`src/rtl/dual_core_dispatcher_if.sv`:
```
// Bus between the job source / two compute cores and the dual-core dispatcher.
// The dispatcher uses the slave modport; the job source and core models use master.
interface dual_core_dispatcher_if #(
    parameter int JOB_W = 16,
    parameter int DEPTH = 8,
    parameter int CNT_W = 16
);
    localparam int FCNT_W = $clog2(DEPTH) + 1;

    logic                job_valid;
    logic [JOB_W-1:0]    job_data;
    logic                job_ready;
    logic                flush;
    logic [1:0]          core_start;
    logic [2*JOB_W-1:0]  core_job;
    logic [1:0]          core_done;
    logic [1:0]          busy;
    logic [FCNT_W-1:0]   fifo_count;
    logic [CNT_W-1:0]    done_count;
    logic                all_idle;

    modport master (
        output job_valid, job_data, flush, core_done,
        input  job_ready, core_start, core_job, busy, fifo_count, done_count, all_idle
    );

    modport slave (
        input  job_valid, job_data, flush, core_done,
        output job_ready, core_start, core_job, busy, fifo_count, done_count, all_idle
    );
endinterface

```
`src/rtl/dual_core_dispatcher.sv`:
```
// Buffers tile-job descriptors in a FIFO and hands each one to an idle compute core,
// alternating between the cores when both are idle; counts completed jobs.
module dual_core_dispatcher #(
    parameter int JOB_W = 16,
    parameter int DEPTH = 8,
    parameter int CNT_W = 16
) (
    input  logic                   clk,
    input  logic                   reset,
    dual_core_dispatcher_if.slave  bus
);
    localparam int PTR_W  = $clog2(DEPTH);
    localparam int FCNT_W = PTR_W + 1;

    typedef enum logic [1:0] {IDLE, START, BUSY} core_state_t;

    core_state_t       state_q [2];
    core_state_t       state_d [2];
    logic [JOB_W-1:0]  mem     [DEPTH];
    logic [JOB_W-1:0]  job_q   [2];
    logic [PTR_W-1:0]  wr_ptr;
    logic [PTR_W-1:0]  rd_ptr;
    logic [FCNT_W-1:0] count;
    logic [CNT_W-1:0]  done_q;
    logic              rr;
    logic              ready;
    logic              fifo_empty;
    logic              push;
    logic              grant_valid;
    logic              grant_core;
    logic [1:0]        idle;
    logic [1:0]        done_accept;

    // Dispatch decision from registered state only; a flush edge blocks both push and grant.
    always_comb begin
        idle[0]     = (state_q[0] == IDLE);
        idle[1]     = (state_q[1] == IDLE);
        fifo_empty  = (count == '0);
        ready       = (count != FCNT_W'(DEPTH));
        push        = bus.job_valid && ready && !bus.flush;
        grant_valid = !bus.flush && !fifo_empty && (idle != 2'b00);
        grant_core  = (idle == 2'b11) ? rr : ~idle[0];
    end

    // Per-core next state; done pulses only count while the core is BUSY.
    always_comb begin
        for (int i = 0; i < 2; i++) begin
            state_d[i]     = state_q[i];
            done_accept[i] = 1'b0;
            case (state_q[i])
                IDLE:  if (grant_valid && (int'(grant_core) == i)) state_d[i] = START;
                START: state_d[i] = BUSY;
                BUSY: begin
                    if (bus.core_done[i]) begin
                        done_accept[i] = 1'b1;
                        state_d[i]     = IDLE;
                    end
                end
                default: state_d[i] = IDLE;
            endcase
        end
    end

    always_ff @(posedge clk or negedge reset) begin
        if (!reset) begin
            state_q[0] <= IDLE;
            state_q[1] <= IDLE;
        end else begin
            state_q[0] <= state_d[0];
            state_q[1] <= state_d[1];
        end
    end

    // Full and empty are told apart by count, so the pointers simply wrap.
    always_ff @(posedge clk or negedge reset) begin
        if (!reset) begin
            wr_ptr <= '0;
            rd_ptr <= '0;
            count  <= '0;
        end else if (bus.flush) begin
            wr_ptr <= '0;
            rd_ptr <= '0;
            count  <= '0;
        end else begin
            if (push)        wr_ptr <= wr_ptr + 1'b1;
            if (grant_valid) rd_ptr <= rd_ptr + 1'b1;
            count <= count + FCNT_W'(push) - FCNT_W'(grant_valid);
        end
    end

    always_ff @(posedge clk) begin
        if (push) mem[wr_ptr] <= bus.job_data;
    end

    // The rr pointer only moves when both cores were idle at the grant.
    always_ff @(posedge clk or negedge reset) begin
        if (!reset) begin
            job_q[0] <= '0;
            job_q[1] <= '0;
            rr       <= 1'b0;
            done_q   <= '0;
        end else begin
            if (grant_valid) begin
                job_q[grant_core] <= mem[rd_ptr];
                if (idle == 2'b11) rr <= ~rr;
            end
            done_q <= done_q + CNT_W'(done_accept[0]) + CNT_W'(done_accept[1]);
        end
    end

    always_comb begin
        bus.job_ready     = ready;
        bus.core_start[0] = (state_q[0] == START);
        bus.core_start[1] = (state_q[1] == START);
        bus.busy          = ~idle;
        bus.core_job      = {job_q[1], job_q[0]};
        bus.fifo_count    = count;
        bus.done_count    = done_q;
        bus.all_idle      = fifo_empty && (idle == 2'b11);
    end
endmodule

```
`src/flat_wrapper.sv`:
```
// flat-port wrapper written by rule: the top's interface ports become plain ports
module dual_core_dispatcher_flat 
#(
    parameter int JOB_W = 16,
    parameter int DEPTH = 8,
    parameter int CNT_W = 16
)
  (clk, reset, bus_job_valid, bus_job_data, bus_flush, bus_core_done, bus_job_ready, bus_core_start, bus_core_job, bus_busy, bus_fifo_count, bus_done_count, bus_all_idle);
  dual_core_dispatcher_if #(.JOB_W(JOB_W), .DEPTH(DEPTH), .CNT_W(CNT_W)) bus_i ();
  input  logic clk;
  input  logic reset;
  input wire logic [$bits(bus_i.job_valid)-1:0] bus_job_valid;
  input wire logic [$bits(bus_i.job_data)-1:0] bus_job_data;
  input wire logic [$bits(bus_i.flush)-1:0] bus_flush;
  input wire logic [$bits(bus_i.core_done)-1:0] bus_core_done;
  output wire logic [$bits(bus_i.job_ready)-1:0] bus_job_ready;
  output wire logic [$bits(bus_i.core_start)-1:0] bus_core_start;
  output wire logic [$bits(bus_i.core_job)-1:0] bus_core_job;
  output wire logic [$bits(bus_i.busy)-1:0] bus_busy;
  output wire logic [$bits(bus_i.fifo_count)-1:0] bus_fifo_count;
  output wire logic [$bits(bus_i.done_count)-1:0] bus_done_count;
  output wire logic [$bits(bus_i.all_idle)-1:0] bus_all_idle;
  assign bus_i.job_valid = bus_job_valid;
  assign bus_i.job_data = bus_job_data;
  assign bus_i.flush = bus_flush;
  assign bus_i.core_done = bus_core_done;
  assign bus_job_ready = bus_i.job_ready;
  assign bus_core_start = bus_i.core_start;
  assign bus_core_job = bus_i.core_job;
  assign bus_busy = bus_i.busy;
  assign bus_fifo_count = bus_i.fifo_count;
  assign bus_done_count = bus_i.done_count;
  assign bus_all_idle = bus_i.all_idle;
  dual_core_dispatcher #(.JOB_W(JOB_W), .DEPTH(DEPTH), .CNT_W(CNT_W)) u_core (.clk(clk), .reset(reset), .bus(bus_i));
endmodule
```
`config.mk`:
```
export PLATFORM = sky130hd
export DESIGN_NAME = dual_core_dispatcher_flat
export DESIGN_NICKNAME = d
export VERILOG_FILES = /design/src/rtl/dual_core_dispatcher_if.sv /design/src/rtl/dual_core_dispatcher.sv /design/src/flat_wrapper.sv
export SDC_FILE = /design/constraint.sdc
export NUM_CORES = 1
export LEC_CHECK = 0
export ABC_AREA = 1
export CAP_MARGIN = 40
export CORE_MARGIN = 8
export CORE_UTILIZATION = 45
export DETAILED_ROUTE_END_ITERATION = 10
export GPL_ROUTABILITY_DRIVEN = 1
export PLACE_DENSITY_LB_ADDON = 0.25
export SLEW_MARGIN = 5
export SYNTH_ARGS = -nofsm -noshare
export SYNTH_HDL_FRONTEND = slang
export SYNTH_SLANG_ARGS = --single-unit
```
`constraint.sdc`:
```
create_clock -name clk -period 3.29 [get_ports clk]
set_input_delay 0.658 -clock clk [delete_from_list [all_inputs] [get_ports clk]]
set_output_delay 0.658 -clock clk [all_outputs]
set_load 0.02 [all_outputs]
```
# --- After elaboration in Yosys (flattened, before gate mapping) ---
# Memories as Yosys holds them, arrays and structs flattened.
# Cells that the tools add are included.
word_totals:
  ram_bits: 128
  out_inout_bits: 58
  memories: 1
  input_bits: 22
  ff_bits: 63
mem_list:
  columns: ["name", "depth", "width", "read_ports", "rd_clocked_by_memory_dff", "wr", "line_no", "text"]
  rows:
  - ["u_core.mem", 8, 16, 1, 0, 1, "dual_core_dispatcher.sv:19", "logic [JOB_W-1:0] mem [DEPTH];"]
classes:
  n_reduce_logical: 19
  bitwise_logic: 5
  n_mux: 21
  add_sub_neg: 6
  magnitude_cmp: 2
  n_eq_ne: 10
op_table:
  columns: ["cell", "count"]
  rows:
  - ["$add 16x1->16", 2]
  - ["$bwmux 32", 1]
  - ["$demux 16 s1", 1]
  - ["$mux 16", 1]
  - ["$mux 3", 4]
  - ["$pmux 2 s3", 2]
  - ["$logic_and 1x1->1", 8]
  - ["$mux 2", 4]
  - ["$ne 2x2->1 const B", 4]
  - ["$mux 1", 7]
  - ["$add 3x1->3 const B", 2]
  - ["$eq 2x2->1 const B", 3]
  - ["$reduce_and 2->1", 3]
  - ["$reduce_bool 2->1", 3]
  - ["$add 4x1->4", 1]
  - ["$eq 2x1->1 const B", 2]
  - ["$logic_not 2->1", 2]
  - ["$logic_not 4->1", 1]
  - ["$mux 4", 1]
  - ["$ne 4x4->1 const B", 1]
  - ["$sub 4x1->4", 1]
  - ["$not 1->1", 3]
  - ["$ge 2x2->1 const B", 1]
  - ["$logic_not 1->1", 2]
  - ["3 further kinds", 3]

# --- Longest topological paths before layout ---
depth:
  ltp_word: 9
  ltp_mapped: 12

# --- Worst setup path before layout ---
# No wires, ideal clock.
synth_path:
  kind: "reg-to-reg"
  startpoint: "reg u_core.count[2], in the netlist u_core.bus.fifo_count[2]"
  endpoint: "mem u_core.mem[0][0], enable pin"
  path_slack_ns: 0.865
  path_buffers: 0
  path_stages_with_launch: 8
  setup_time_ns: 0.388
  required_time_ns: 2.902
  period_less_slack_ns: 2.425
  arrival_time_ns: 2.037
  cell_sequence: "dfrtp_1 -> inv_1 -> ha_1 -> nand2_1 -> nand2_1 -> nor2_1 -> nand2_1 -> nor2_1"
synth_between:
  elab_chain_len: 5
synth_rtl:
  columns: ["item", "line_no", "text"]
  rows:
  - ["start, declared", "dual_core_dispatcher.sv:23", "logic [FCNT_W-1:0] count;"]
  - ["start signal, assigned", "dual_core_dispatcher.sv:87", "count <= count + FCNT_W'(push) - FCNT_W'(grant_valid);"]
  - ["$ne 4x4->1", "dual_core_dispatcher.sv:39", "ready = (count != FCNT_W'(DEPTH));"]
  - ["via bus_job_ready", "flat_wrapper.sv:16", "output wire logic [$bits(bus_i.job_ready)-1:0] bus_job_ready;"]
  - ["$logic_and 1x1->1 (2 in a row)", "dual_core_dispatcher.sv:40", "push = bus.job_valid && ready && !bus.flush;"]
  - ["$mux 1", "dual_core_dispatcher.sv:92", "if (push) mem[wr_ptr] <= bus.job_data;"]
  - ["$mux 1 (not written as such)", "dual_core_dispatcher.sv:92", null]
  - ["end, declared", "dual_core_dispatcher.sv:19", null]
# The timed path passes the listed nets, and every way through them passes these cells.

# --- Worst setup path after layout ---
layout_path:
  startpoint: "reg u_core.count[2], in the netlist u_core.bus.fifo_count[2]"
  endpoint: "out bus_all_idle"
layout_between:
  elab_chain_len: 2
layout_rtl:
  columns: ["item", "line_no", "text"]
  rows:
  - ["$logic_not 4->1", "dual_core_dispatcher.sv:38", "fifo_empty = (count == '0);"]
  - ["$logic_and 1x1->1", "dual_core_dispatcher.sv:119", "bus.all_idle = fifo_empty && (idle == 2'b11);"]
  - ["end, declared", "flat_wrapper.sv:22", "output wire logic [$bits(bus_i.all_idle)-1:0] bus_all_idle;"]
# No other way between the ends.

==> impl_summary.md <==
Final layout
Once layout is complete, the utilization of the core stands at 54.3%. Compared with the post-synthesis result, the final layout area differs by 19.9%. The number of nets in the layout is 954. The antenna cell count is 0. The number of standard cells in the final layout excluding fillers is 1169. The layout filler cell count is 1587. Cells with a size suffix above 1 make up 7.81% of the layout.

Detailed routing
Across all layers, the routed design uses 5758 vias. Using the TritonRoute via totals, the vias-per-cell ratio works out to 4.93. The average wire per cell in the routed design is 15.8 microns. The count of nets left with antenna violations after detail routing is 0. Before antenna repair, the detailed router went through 5 iterations. The count of unresolved DRC violations after routing is 0. The total wirelength of the detailed-routed design is 18500 microns. The number of DRC markers after the initial detailed-route iteration is 459.

Synthesis
In this run, distinct cell masters in the synthesized netlist total 32. After synthesis, flip-flops and latches occupy 64.8% of the total area. The number of synthesized register bits is 191. Ranked by total cell area, the synthesized netlist is headed by sky130_fd_sc_hd__edfxtp_1, sky130_fd_sc_hd__dfrtp_1, sky130_fd_sc_hd__nand2_1, sky130_fd_sc_hd__nand3_1, sky130_fd_sc_hd__inv_1. The per-instance average area after synthesis is 10.1 sq um.

The number of nets handed over by synthesis was 864. The top cell type by area accounts for 45.9% of the synthesized area. The synthesized netlist occupies a cell area of 0.00837 sq mm. The cell type with the highest aggregate area in the netlist is sky130_fd_sc_hd__edfxtp_1. The post-synthesis cell count is 832. Yosys printed 0 warnings.

GRT
The number of antenna violations at the first check in global routing is 0. The wire length of the first global-routing pass is 29800 microns. Global routing used 16.5% of the available tracks across all layers.

The via count of the first global-routing pass is 5480. Entering global routing, the biggest net connects 66 pins. The remaining global-route overflow is 0.

Clocking
The depth of the CTS H-tree is 4. The tree is rooted in a sky130_fd_sc_hd__clkbuf_16. The total of hold buffers inserted after clock tree synthesis is 0. The TritonCTS clock tree is yes. The clock passes through at most 2 buffers. The number of clock buffers added by TritonCTS is 17. The number of cells upsized or downsized after cts is 0. The number of buffers added for setup after CTS is 0.

Clock-pin slew was measured on the worst setup and hold paths at 0.07 ns. The clock sink count is 191. The clock insertion delay at the later pin of the skew report is 0.43 ns.

Setup path
For the worst flop-to-flop path, the logic depth is 10. The critical path data required time is 2.63 ns. The biggest fanout along the worst timing path is 3.

The reg-to-reg endpoint is u_core.bus.fifo_count[2]$_DFF_PN0_. Across all register-to-register paths, the minimum setup slack is 1.16 ns. The worst setup path is captured at an output pin. STA classifies the critical path startpoint as a flip-flop. Data arrives at the worst endpoint at 1.95 ns. The classification of the worst setup path is flip-flop to output pin. The worst flop-to-flop path startpoint is u_core.bus.fifo_count[2]$_DFF_PN0_.

STA
The remaining max-slew budget at the tightest pin is 51.8%. For the finished layout, the period the worst path requires is 2.61 ns. Setup violations remaining at the end of the flow were counted as 0. Setup repair after global routing left no endpoint under its margin.

Summed over all failing endpoints, the final setup total negative slack is 0 ns. The slew at the pin closest to its max-slew limit is 0.723 ns. The number of hold violations in the final report is 0.

The final worst slack is 0.681 ns. The worst path uses 79.3% of the clock period. The tightest hold path in the finished design has a slack of 0.146 ns. For the final database, setup skew stands at 0.0100 ns. The number of pins with negative max-slew slack in the final report is 0.

Based on the critical path, the design can be clocked at up to 383 MHz.

Floorplanning
The floorplan die area is 0.0232 sq mm. The overall die height is 152 microns. The initialized floorplan defines 50 standard-cell rows. For this configuration, the core starts out at a cell density of 45.3%.

The I/O pin count is 80. Measured along the x axis, the die boundary spans 152 microns. The region available for standard cell placement spans 0.0185 sq mm.

Pwr
VDD sags by at most 0.000290 V. In this run the static leakage power is 4.55 nW. Power spread over the standard cell area amounts to 803 mW/mm^2.

Placed design
Port buffering added 79 buffers. The last weighted congestion value of the routability-driven placer is 0.837. The detailed placer's ending HPWL is 12000 microns. Once placement completed, the tool counted placed cells totaling 1137. Timing analysis after detailed placement gives a worst setup slack of 0.597 ns.

Run status
The run finished with clean final reports.

Min path
The worst hold path class is input port to asynchronous set/reset pin.

Job
The count of max-cap constraint violations is 0.
-- cell usage in the layout (no fill, tap or decap), types with 2 or more instances in the layout --
cell type	count
sky130_fd_sc_hd__nor2_4	2
sky130_fd_sc_hd__dfrtp_1	62
sky130_fd_sc_hd__clkinv_1	2
sky130_fd_sc_hd__buf_4	21
sky130_fd_sc_hd__xor2_1	12
sky130_fd_sc_hd__nor2_1	30
sky130_fd_sc_hd__fa_1	2
sky130_fd_sc_hd__nand2_2	2
sky130_fd_sc_hd__nor3_1	4
sky130_fd_sc_hd__inv_2	7
sky130_fd_sc_hd__nand4_1	3
sky130_fd_sc_hd__clkbuf_1	2
sky130_fd_sc_hd__clkdlybuf4s50_1	78
sky130_fd_sc_hd__clkinvlp_4	2
sky130_fd_sc_hd__clkinv_2	5
sky130_fd_sc_hd__nand2_1	229
sky130_fd_sc_hd__o21ai_0	11
sky130_fd_sc_hd__ha_1	8
sky130_fd_sc_hd__inv_1	146
sky130_fd_sc_hd__xnor2_1	2
sky130_fd_sc_hd__nand2_4	4
sky130_fd_sc_hd__edfxtp_1	128
sky130_fd_sc_hd__nand3_1	138
sky130_fd_sc_hd__a21oi_1	2
sky130_fd_sc_hd__clkbuf_16	19
-- registers in the layout, indices dropped and copies added, names as in the netlist --
signal / count
u_core.bus.core_job: 32
u_core.bus.done_count: 16
u_core.bus.fifo_count: 4
u_core.mem: 128
u_core.rd_ptr: 3
u_core.rr: 1
u_core.state_q: 4
u_core.wr_ptr: 3
-- cells by family (layout without fill, tap and decap cells) --
kind of cell,Yosys count,after routing,synth area share [%]
and+or+nand+nor,418,418,22.1
DFF,191,191,64.8
buffers and inverters,184,287,8.97
AOI/OAI and AO/OA,15,15,0.987
xor gates and xnor gates,14,14,1.47
adders and majority gates,10,10,1.68
-- area by class of cell --
type	count	area, sq um	share of cell area [%]
well taps	234	293	2.92
clock buffers	22	497	4.95
inverters	154	578	5.76
multi-input cells	457	2190	21.9
repair buffers	101	963	9.61
clock inverters	10	82.6	0.823
flip-flops and latches	191	5420	54.1
-- how the worst max path moves through the flow --
stage,from,slack (ns),endpoint
after floorplan,u_core.bus.fifo_count[2]$_DFF_PN0_,0.86,u_core.mem[0][0]$_DFFE_PP_
after global placement,bus_flush,0.65,u_core.bus.fifo_count[2]$_DFF_PN0_
after detailed placement,bus_flush,0.60,u_core.bus.fifo_count[2]$_DFF_PN0_
after CTS,u_core.bus.fifo_count[2]$_DFF_PN0_,0.65,bus_all_idle
after global routing,u_core.bus.fifo_count[2]$_DFF_PN0_,0.53,bus_all_idle
final,u_core.bus.fifo_count[2]$_DFF_PN0_,0.68,bus_all_idle
-- through the flow --
step                area (sq um)  total power, mW
floorplan                   8370             5.04
global placement            9430             6.07
detailed placement          9450             6.11
CTS                        10000             8.12
global route               10000             8.52
finish                     10000             8.06
-- critical path, stage by stage, from the launching register on --
cell and delay (ns):
sky130_fd_sc_hd__dfrtp_1 0.37, sky130_fd_sc_hd__inv_1 0.11, sky130_fd_sc_hd__ha_1 0.15, sky130_fd_sc_hd__nand2_1 0.14
sky130_fd_sc_hd__nor2_1 0.14, sky130_fd_sc_hd__clkdlybuf4s50_1 0.61
-- metal layers --
metal | share of wire, % | wire [microns] | GRT usage [%] | vias up
li1 | - | - | - | 2825
met1 | 45 | 8260 | 21.7 | 2723
met2 | 47 | 8700 | 26.1 | 188
met3 | 6.6 | 1230 | 4.06 | 22
met4 | 1.7 | 320 | 5.90 | 0
met5 | 0 | 0 | 0 | -
-- synthesized netlist by cell type --
cell and n:
sky130_fd_sc_hd__nor2_8 1, sky130_fd_sc_hd__a21oi_1 2, sky130_fd_sc_hd__buf_1 1, sky130_fd_sc_hd__nand2_1 229, sky130_fd_sc_hd__nor2_1 30, sky130_fd_sc_hd__xor2_1 12
sky130_fd_sc_hd__and2_1 1, sky130_fd_sc_hd__fa_1 2, sky130_fd_sc_hd__nand2_2 2, sky130_fd_sc_hd__or2_1 1, sky130_fd_sc_hd__buf_2 18, sky130_fd_sc_hd__clkinv_1 1
sky130_fd_sc_hd__o21ai_0 11, sky130_fd_sc_hd__inv_2 7, sky130_fd_sc_hd__nor3b_1 1, sky130_fd_sc_hd__nand3_1 138, sky130_fd_sc_hd__nand2_4 4, sky130_fd_sc_hd__buf_6 4
sky130_fd_sc_hd__nor2_4 2, sky130_fd_sc_hd__nand4_1 3, sky130_fd_sc_hd__inv_1 146, sky130_fd_sc_hd__clkbuf_1 5, sky130_fd_sc_hd__dfrtp_1 63, sky130_fd_sc_hd__ha_1 8
sky130_fd_sc_hd__nor3_1 4, sky130_fd_sc_hd__edfxtp_1 128, sky130_fd_sc_hd__nand3_4 1, sky130_fd_sc_hd__buf_4 2, sky130_fd_sc_hd__xnor2_1 2, sky130_fd_sc_hd__o21ai_2 1
sky130_fd_sc_hd__a21oi_2 1, sky130_fd_sc_hd__nor3_2 1
-- where the power goes --
group          internal, mW  leakage (nW)  switching [mW]
registers              2.93          1.95           0.212
clock network          1.15         0.284           0.859
logic                  1.06          2.31            1.85
total                  5.14          4.55            2.92
(Power assumes the default switching activity.)
